[config.mk]
export PLATFORM = sky130hd
export DESIGN_NAME = uart_rx_fifo
export DESIGN_NICKNAME = d
export VERILOG_FILES = /design/src/rtl/uart_rx_fifo.sv
export SDC_FILE = /design/constraint.sdc
export NUM_CORES = 1
export LEC_CHECK = 0
export CAP_MARGIN = 25
export CORE_UTILIZATION = 50
export CTS_CLUSTER_SIZE = 24
export DETAILED_ROUTE_END_ITERATION = 10
export PLACE_DENSITY = 0.7
export SKIP_LAST_GASP = 1
export SLEW_MARGIN = 20
export SYNTH_ARGS = -nofsm -noshare
export SYNTH_HDL_FRONTEND = slang
export SYNTH_SLANG_ARGS = --single-unit
[constraint.sdc]
create_clock -name clk -period 5.25 [get_ports clk]
set_clock_uncertainty 0.2 [all_clocks]
set_input_delay 1.575 -clock clk [delete_from_list [all_inputs] [get_ports clk]]
set_output_delay 1.575 -clock clk [all_outputs]
set_load 0.05 [all_outputs]
[src/rtl/uart_rx_fifo.sv]
// Receive FIFO behind the UART receiver: first-word-fall-through read port,
// level threshold, sticky overflow and character-timeout flags.
module uart_rx_fifo #(
  parameter int DEPTH_LOG2 = 4,
  parameter int DW         = 9
) (
  input  logic                  clk,
  input  logic                  rst_n,
  input  logic                  clr_n,
  input  logic [23:0]           ckdiv,
  input  logic [7:0]            totime,
  input  logic [DEPTH_LOG2:0]   rxthr,
  input  logic                  rf_write,
  input  logic [DW-1:0]         rf_wbyte,
  output logic                  rf_full,
  input  logic                  rd_en,
  output logic [DW-1:0]         rd_data,
  output logic                  rf_empty,
  output logic [DEPTH_LOG2:0]   level,
  output logic                  thr_hit,
  output logic                  overflow,
  input  logic                  ovf_clr,
  output logic                  timeout
);

  localparam int DEPTH = 1 << DEPTH_LOG2;
  localparam int PW    = DEPTH_LOG2 + 1;
  localparam logic [PW-1:0] LVL_FULL = PW'(DEPTH);

  logic [DW-1:0] mem_q [DEPTH];

  logic [PW-1:0] wptr_q, wptr_d, rptr_q, rptr_d, level_q, level_d;
  logic          full_q, full_d, empty_q, empty_d;
  logic          thr_q, thr_d, ovf_q, ovf_d, to_q, to_d;
  logic [23:0]   divcnt_q, divcnt_d;
  logic [7:0]    idle_q, idle_d;
  logic          wr_acc, rd_acc, tick;

  always_comb begin
    wr_acc  = rf_write & ~full_q;
    rd_acc  = rd_en & ~empty_q;
    wptr_d  = wptr_q + {{(PW-1){1'b0}}, wr_acc};
    rptr_d  = rptr_q + {{(PW-1){1'b0}}, rd_acc};
    level_d = wptr_d - rptr_d;
    full_d  = (level_d == LVL_FULL);
    empty_d = (level_d == '0);
    thr_d   = (rxthr != '0) && (level_d >= rxthr);

    // A write against a full FIFO is judged before any same-cycle pop.
    ovf_d = ovf_q;
    if (rf_write && full_q) begin
      ovf_d = 1'b1;
    end else if (ovf_clr) begin
      ovf_d = 1'b0;
    end

    tick     = (divcnt_q == '0);
    divcnt_d = divcnt_q;
    idle_d   = idle_q;
    to_d     = to_q;
    if (wr_acc || rd_acc || empty_q) begin
      divcnt_d = ckdiv;
      idle_d   = '0;
      to_d     = 1'b0;
    end else if (!to_q) begin
      if (tick) begin
        divcnt_d = ckdiv;
        idle_d   = idle_q + 8'd1;
        to_d     = (totime != '0) && (idle_d >= totime);
      end else begin
        divcnt_d = divcnt_q - 24'd1;
      end
    end
  end

  always_ff @(posedge clk or negedge rst_n) begin
    if (!rst_n) begin
      wptr_q   <= '0;
      rptr_q   <= '0;
      level_q  <= '0;
      full_q   <= 1'b0;
      empty_q  <= 1'b1;
      thr_q    <= 1'b0;
      ovf_q    <= 1'b0;
      to_q     <= 1'b0;
      divcnt_q <= '0;
      idle_q   <= '0;
    end else if (!clr_n) begin
      wptr_q   <= '0;
      rptr_q   <= '0;
      level_q  <= '0;
      full_q   <= 1'b0;
      empty_q  <= 1'b1;
      thr_q    <= 1'b0;
      ovf_q    <= 1'b0;
      to_q     <= 1'b0;
      divcnt_q <= '0;
      idle_q   <= '0;
    end else begin
      wptr_q   <= wptr_d;
      rptr_q   <= rptr_d;
      level_q  <= level_d;
      full_q   <= full_d;
      empty_q  <= empty_d;
      thr_q    <= thr_d;
      ovf_q    <= ovf_d;
      to_q     <= to_d;
      divcnt_q <= divcnt_d;
      idle_q   <= idle_d;
    end
  end

  // Storage carries no reset; contents are meaningless while empty.
  always_ff @(posedge clk) begin
    if (wr_acc && clr_n) begin
      mem_q[wptr_q[DEPTH_LOG2-1:0]] <= rf_wbyte;
    end
  end

  assign rd_data  = mem_q[rptr_q[DEPTH_LOG2-1:0]];
  assign rf_full  = full_q;
  assign rf_empty = empty_q;
  assign level    = level_q;
  assign thr_hit  = thr_q;
  assign overflow = ovf_q;
  assign timeout  = to_q;

endmodule

Word level (Yosys, flattened, before mapping)
Memory sizes are Yosys's and may differ from the RTL's.
Cells that the tools add are included.
Widths: inputs -> output; s select.
{ "word_totals": {"regBits": 52, "ramBits": 144, "inputBits": 52, "out_inout_bits": 19, "wordCells": 60, "mem_count": 1} }
{ "mem_list": {"columns": ["name", "depth", "word_bits", "read_ports", "rd_clocked_by_memory_dff", "wr", "line_no", "source"], "rows": [
  ["mem_q", 16, 9, 1, 0, 1, "30", "logic [DW-1:0] mem_q [DEPTH];"]
]} }
{ "op_classes": {"addsub": 5, "order_cmp": 2, "n_eq_ne": 4, "mux": 23, "bitwise_logic": 4, "n_reduce_logical": 11} }
{ "ops": {"columns": ["op", "count"], "rows": [
  ["$mux 24", 4],
  ["$mux 8", 4],
  ["$logic_not 24->1", 1],
  ["$sub 24x1->24 const B", 1],
  ["$mux 5", 3],
  ["$mux 1", 12],
  ["$add 5x1->5", 2],
  ["$add 8x1->8 const B", 1],
  ["$ge 8x8->1", 1],
  ["$reduce_bool 8->1", 1],
  ["$ne 3x1->1 const B", 2],
  ["$eq 5x5->1 const B", 1],
  ["$ge 5x5->1", 1],
  ["$logic_not 5->1", 1],
  ["$reduce_bool 5->1", 1],
  ["$sub 5x5->5", 1],
  ["$logic_and 1x1->1", 4],
  ["$ne 3x2->1 const B", 1],
  ["$and 1x1->1", 2],
  ["$logic_or 1x1->1", 2],
  ["$not 1->1", 2],
  ["$reduce_and 2->1", 1]
]} }

Depth between registers and ports, before layout
Gate-level depths: netlist (run 1).
{ "logic_depth": {"depth_word": 7, "mapped_depth": 13, "depth_no_buf": 12} }

Least setup slack after synthesis (run 1)
Ideal clock, no wire load.
{ "synth_path": {"kind": "input -> register", "startpoint": "in rf_write", "endpoint": "reg thr_q, in the netlist thr_hit", "setup_ps": 126, "arrival_ps": 3855, "t_required_ps": 4924, "slack_ps": 1069, "path_stages": 12, "n_path_buf": 1, "path_cell_list": "nor2b_1 > buf_1 > and2_1 > ha_1 > xor2_1 > ha_1 > a21o_1 > a21oi_1 > xnor2_1 > ha_1 > o221ai_1 > a21oi_1"} }
{ "synth_via": {"elab_chain_cells": 6} }
{ "synth_rtl": {"columns": ["item", "line_no", "source"], "rows": [
  ["start: declaration", "13", "input logic rf_write,"],
  ["$and 1x1->1", "40", "wr_acc = rf_write & ~full_q;"],
  ["$add 5x1->5", "42", "wptr_d = wptr_q + {{(PW-1){1'b0}}, wr_acc};"],
  ["$sub 5x5->5", "44", "level_d = wptr_d - rptr_d;"],
  ["$ge 5x5->1", "47", "thr_d = (rxthr != '0) && (level_d >= rxthr);"],
  ["$logic_and 1x1->1", "47", null],
  ["$mux 1", "88", "end else if (!clr_n) begin"],
  ["end signal: assignment", "105", "thr_q <= thr_d;"],
  ["end: declaration", "34", "logic thr_q, thr_d, ovf_q, ovf_d, to_q, to_d;"]
]} }
No other way between the ends.
A chain may end at the register's enable or synchronous reset.

Final worst setup path (run 1)
{ "layout_path": {"startpoint": "reg rptr_q[0]", "endpoint": "out rd_data[8]"} }
{ "layout_via": {"elab_chain_cells": 1} }
{ "layout_rtl": {"columns": ["item", "line_no", "source"], "rows": [
  ["start: declaration", "32", "logic [PW-1:0] wptr_q, wptr_d, rptr_q, rptr_d, level_q, level_d;"],
  ["start signal: assignment", "101", "rptr_q <= rptr_d;"],
  ["$mem_v2 16x9", null, null],
  ["end: declaration", "17", "output logic [DW-1:0] rd_data,"]
]} }
No other way between the ends.

==> results of run 1 <==
per-stage QoR:
step	setup slack, ps	hold slack [ps]	cell area [sq um]
5_1_grt	392	345	10500
3_5_place_dp	714	314	9890
6_report	520	323	10500
3_3_place_gp	758	299	9890
2_1_floorplan	1070	285	8870
4_1_cts	468	329	10500
power by group through the flow:
stage | clock network [mW] | registers, mW | logic (mW)
3_5_place_dp | 0 | 1.79 | 0.764
2_1_floorplan | 0 | 1.85 | 0.466
4_1_cts | 1.27 | 1.76 | 0.769
6_report | 1.24 | 1.76 | 0.759
3_3_place_gp | 0 | 1.79 | 0.751
5_1_grt | 1.32 | 1.77 | 0.824
how the worst max path moves through the flow:
stage	start	end	slack, ps	cells after the start
5_1_grt	rptr_q[0]	rd_data[6]	390	4
3_3_place_gp	rf_write	thr_hit	760	12
3_5_place_dp	rf_write	thr_hit	710	12
4_1_cts	rptr_q[0]	rd_data[8]	470	4
2_1_floorplan	rf_write	thr_hit	1070	12
6_report	rptr_q[0]	rd_data[8]	520	4
cell families (layout without fill, tap and decap cells):
logic type               Yosys count  after routing  synth area share, %
multiplexers                      56             56                 12.7
AO/OA/AOI/OAI                     81             81                 6.67
adder cells (fa/ha/maj)           23             23                 3.33
AND/OR/NAND/NOR                  159            159                 9.52
flip-flops                       196            196                 63.5
buffers and inverters             55            147                 2.47
XOR/XNOR                          19             19                 1.88
sequential cells by signal, indices dropped and copies added (netlist names):
signal,flops
mem_q,144
rptr_q,5
divcnt_q,24
rf_empty,1
thr_hit,1
level,5
wptr_q,5
rf_full,1
idle_q,8
timeout,1
overflow,1
cell usage in the layout (no fill, tap or decap), types with 5 or more instances in the layout:
cell	instances
a32o_1	5
clkbuf_16	17
o21ai_0	6
o22ai_1	9
buf_4	21
o211ai_1	5
or4_1	9
o311a_1	5
xnor2_1	11
or3_1	6
nor2_1	36
inv_1	23
mux4_2	45
nor4_1	11
nand2_1	28
nand3_1	14
edfxtp_1	144
a211o_1	7
inv_8	5
nor3_1	16
dfrtp_1	50
and2_1	8
xor2_1	8
nand2b_1	7
a21oi_1	18
mux2i_1	11
a21o_1	5
ha_1	22
clkdlybuf4s50_1	69
area by class of cell:
cell class / count / area, sq um
clock buffers: 18 / 429
clock inverters: 14 / 141
fillers: 1319 / 6820
inverters: 23 / 86.3
multi-input cells: 338 / 3030
flip-flops and latches: 196 / 5630
well taps: 225 / 282
repair buffers: 92 / 873
layer usage:
layer | up-vias | wire length, um | GRT usage [%]
met3 | 20 | 1190 | 4.75
met2 | 223 | 9610 | 37.6
li1 | 2479 | - | -
met1 | 2785 | 8080 | 30.7
met5 | - | 0 | 0
met4 | 0 | 297 | 7.05
==> impl_metrics.toml, run 1 <==
[worst_setup_path]
reg2reg_from = "rptr_q[1]"
timing.critical_path.cells = "buf_12 > mux4_2 > mux4_2 > clkdlybuf4s50_1"
timing.critical_path.slowest_cell_delay_ps = 730
worst-r2r-cell-count = 10
critical_path.n_buffers_inverters = 2
timing.critical_path.slowest_stage_cell = "clkdlybuf4s50_1"
crit-reg2reg-capture = "thr_hit"
critPathCaptureType = "primary output"
cpMostUsedCell = "mux4_2"
cp_data_required_time_ps = 3480
critical-path-top-delay-family = "multiplexers"
worstPathMaxFanout = 36
timing.critical_path.from_type = "flop"
rrSetupSlack_ps = 2210
worst-endpoint-arrival_ps = 2960
critical_path_class = "flop to primary output"

[pwr]
finalPower_mw = 3.77
total_switching_power_mw = 1.08
power.share.clock_pct = 33.0
power_density_mw_per_mm2 = 360
peak_vdd_ir_uv = 239
sequential_cell_fraction_of_total_power_pct = 46.8
p_int_mw = 2.69
power_frac_comb_pct = 20.2
power.share.switching_pct = 28.6
p_leak_nw = 3.79

[job]
maxCapViolations = 0

[clocking]
clkTransAtPathRegs_ps = 70
cts-resized-gates = 0
cts_made_buffers = 17
setup_fix_buffers_added_after_clock_tree_synthesis = 0
cts_hold_buf = 0
clock_sinks = 196
cts_max_path_buffers = 2
insertion_delay_ps = 440
cts_tree = "done"
clock-root-buffer = "clkbuf_16"
cts_max_level = 4

[drt]
drt_wl_total_mm = 19.2
routedWlPerCell_um = 21.2
drt_pre_antenna_iters = 5
viasPerCell = 6.08
initialDrtViolationCount = 373
via_total_after_detailed_routing = 5507
drtAntennaViolNets = 0
detail_route.drc_violations = 0

[placement]
io_buffers = 70
final_weighted_congestion_of_routability_driven_global_placement = 0.860
place_inst = 874
detailedPlacementHpwl_mm = 12.4

[yosys]
syn_std_cell_area_sq_mm = 0.00887
synth-warning-count = 0
synth.avg_cell_area_sq_um = 15.1
synth-seq-area-share_pct = 63.5
synthTopCellsByCount = "144 x edfxtp_1, 51 x dfrtp_1, 45 x mux4_2, 36 x nor2_1, 28 x nand2_1"
synth_cell_type_count = 58
synth_top_cells_by_area = "edfxtp_1 49%, dfrtp_1 14%, mux4_2 11%, ha_1 3.1%, nor2_1 1.5%"
synth.top_cell.area_share_pct = 48.8
synth_fp_nets = 664
cell_with_the_most_instances_after_synthesis = "edfxtp_1"
netlist.top_cell.by_area = "edfxtp_1"
synth-async-reset-ratio_pct = 26.5
synth-edff-count = 144
dominantRegCellSynth = "edfxtp_1"
synthesis.instances = 589
ff_latch_count_synth = 196

[sta]
fin_crit_sh_pct = 90.1
final_max_slew_viol_count = 0
fmax_mhz = 211
unrepaired_setup_endpoints_after_global_routing = "no"
max_slew_margin_pct = 34.9
timing.final.setup_violations = 0
final-hold-violation-count = 0
tns_ps = 0
tightestPinTransition_ps = 969
layout_min_cycle_time_ps = 4730

[grt]
first_global_vias = 5574
grt_start_max_net_pins = 39
grt_total_usage_pct = 22.9
initial_antenna_violation_count = 0
grt_pass1_wl_mm = 30.5
globalRoute.totalOverflow = 0

[hold_path]
worstHoldPathType = "flop to flop"
sink_of_the_worst_hold_path = "idle_q[7]"
worstHoldPathCells = 1
worst_hold_startpoint = "idle_q[7]"

[finish]
layoutNonFillerInstCount = 906
layout.nets = 743
finish.utilization_pct = 60.5
synthToLayoutAreaGrowth_pct = 18.1
final_layout_size_suffix_gt1_share_pct = 16.4
antennaDiodeCount = 0

[die]
die_width_um = 135
coreArea_sq_mm = 0.0173
placementRows = 48
ios = 71
initial_core_util_pct = 51.3
floorplan.die_area_sq_mm = 0.0183
die-height_um = 135

[outcome]
run_status = "completed"
No activity file was read; power rests on OpenSTA's default activity.
==> run 2, diff against run 1 <==
--- a/config.mk
+++ b/config.mk
@@ -9,6 +9,7 @@
 export CORE_UTILIZATION = 50
 export CTS_CLUSTER_SIZE = 24
 export DETAILED_ROUTE_END_ITERATION = 10
+export GPL_TIMING_DRIVEN = 0
 export PLACE_DENSITY = 0.7
 export SKIP_LAST_GASP = 1
 export SLEW_MARGIN = 20
==> run 2 against run 1 <==
Clock power is essentially flat. Global-route usage grew 0.21 points. Cell count grew 2.0%. Register-to-register slack lost 510 ps. Critical endpoint is now rd_data[6].
==> impl_metrics.toml, run 2 (synthesis results as in run 1) <==
[grt]
grt_total_usage_pct = 23.1
grt_start_max_net_pins = 53
first_global_vias = 5622
globalRoute.totalOverflow = 0
grt_pass1_wl_mm = 31.0
initial_antenna_violation_count = 0

[worst_setup_path]
critical-path-top-delay-family = "buffers and inverters"
timing.critical_path.cells = "buf_2 > clkbuf_4 > mux4_2 > mux4_2 > clkdlybuf4s50_1"
critical_path_class = "flop to primary output"
worst-r2r-cell-count = 13
critPathCaptureType = "primary output"
timing.critical_path.slowest_stage_cell = "clkdlybuf4s50_1"
cp_data_required_time_ps = 3480
timing.critical_path.from_type = "flop"
worstPathMaxFanout = 10
worst-endpoint-arrival_ps = 3330
critical_path.n_buffers_inverters = 3
cpMostUsedCell = "mux4_2"
timing.critical_path.depth = 5
timing.critical_path.slowest_cell_delay_ps = 720

[clocking]
cts_tree = "done"
clock_sinks = 196
cts_hold_buf = 0
setup_fix_buffers_added_after_clock_tree_synthesis = 0
cts_max_path_buffers = 2
insertion_delay_ps = 430
clkTransAtPathRegs_ps = 70
cts_made_buffers = 17
cts_max_level = 4
clock-root-buffer = "clkbuf_16"

[die]
die-height_um = 135
ios = 71
floorplan.die_area_sq_mm = 0.0183
coreArea_sq_mm = 0.0173
die_width_um = 135
initial_core_util_pct = 51.3
placementRows = 48

[drt]
drt_pre_antenna_iters = 4
initialDrtViolationCount = 433
detail_route.drc_violations = 0
drtAntennaViolNets = 0
routedWlPerCell_um = 21.2
via_total_after_detailed_routing = 5578
viasPerCell = 6.04
drt_wl_total_mm = 19.6

[job]
maxCapViolations = 0

[hold_path]
worstHoldPathCells = 1
worstHoldPathType = "flop to flop"

[placement]
detailedPlacementHpwl_mm = 13.6
final_weighted_congestion_of_routability_driven_global_placement = 0.882
pre_cts_slack_ps = 245
io_buffers = 70

[sta]
max_slew_margin_pct = 31.7
fmax_mhz = 196
timing.final.setup_violations = 0
tightestPinTransition_ps = 1020
fin_crit_sh_pct = 97.3
final-hold-violation-count = 0
layout_min_cycle_time_ps = 5110
final_max_slew_viol_count = 0
timing.final.ws_setup_ps = 144
tns_ps = 0

[pwr]
sequential_cell_fraction_of_total_power_pct = 46.5
power.share.clock_pct = 32.6
power.share.switching_pct = 28.8
power_frac_comb_pct = 20.9
peak_vdd_ir_uv = 262
power_density_mw_per_mm2 = 359
p_leak_nw = 3.82
total_switching_power_mw = 1.09
p_int_mw = 2.69

[finish]
largest_reg_flops = 144
layout.nets = 761
layout.cells.most_common_list = "144 x edfxtp_1, 69 x clkdlybuf4s50_1, 51 x dfrtp_1"
most_common_cell_after_layout_fill_and_taps_aside = "edfxtp_1"
synthToLayoutAreaGrowth_pct = 18.6
final_layout_size_suffix_gt1_share_pct = 16.2
antennaDiodeCount = 0

[outcome]
run_status = "completed"
==> run 2: layout make-up <==
type / count / area, sq um
Inverter: 23 / 86.3
Timing Repair Buffer: 78 / 777
Multi-Input combinational cell: 338 / 3040
Buffer: 32 / 148
Clock inverter: 15 / 131
Fill cell: 1277 / 6780
Sequential cell: 196 / 5630
Tap cell: 225 / 282
Clock buffer: 17 / 425
==> run 2: power by group through the flow <==
stage | clock (mW) | combinational, mW | sequential (mW)
2_1_floorplan | 0 | 0.466 | 1.85
3_3_place_gp | 0 | 0.770 | 1.79
3_5_place_dp | 0 | 0.790 | 1.79
4_1_cts | 1.25 | 0.795 | 1.75
5_1_grt | 1.31 | 0.852 | 1.76
6_report | 1.23 | 0.790 | 1.76
==> run 2: final timing paths <==
kind	start	end	slack, ps
setup reg to reg	rptr_q[0]	thr_hit	1700
setup / recovery	rptr_q[0]	rd_data[6]	140
max in group asynchronous	rst_n	divcnt_q[0]	3400
hold reg to reg	idle_q[7]	idle_q[7]	320
hold / removal	idle_q[7]	idle_q[7]	320
min in group asynchronous	rst_n	thr_hit	970
==> run 2: per-stage QoR <==
step           power, mW  util, %  hold slack [ps]  cell area, sq um  instances
3_5_place_dp        2.58     57.3              309              9910        888
5_1_grt             3.92     60.8              333             10500        924
6_report            3.77     60.8              317             10500        924
2_1_floorplan       2.31        -              285              8870        589
3_3_place_gp        2.56     56.9              302              9850        884
4_1_cts             3.80     60.5              324             10500        920
==> run 2: layer usage <==
metal | GRT usage, % | up-vias | part of all wire (%)
li1 | - | 2520 | -
met1 | 30.9 | 2801 | 41
met2 | 38.9 | 238 | 51
met3 | 3.37 | 19 | 6.3
met4 | 7.43 | 0 | 1.2
met5 | 0 | - | 0
==> run 2: repair_timing <==
| action | in CTS | in global routing |
|---|---|---|
| gates resized for setup | 3 | 4 |
| hold endpoints to repair | 0 | 0 |
| setup endpoints to repair | 9 | 9 |
==> run 3, diff against run 2 <==
--- a/config.mk
+++ b/config.mk
@@ -7,6 +7,7 @@
 export LEC_CHECK = 0
 export CAP_MARGIN = 25
 export CORE_UTILIZATION = 50
+export CTS_CLUSTER_DIAMETER = 120
 export CTS_CLUSTER_SIZE = 24
 export DETAILED_ROUTE_END_ITERATION = 10
 export GPL_TIMING_DRIVEN = 0
==> results of run 3 <==
The final DEF is identical to that of run 2; final timing and power are the same.
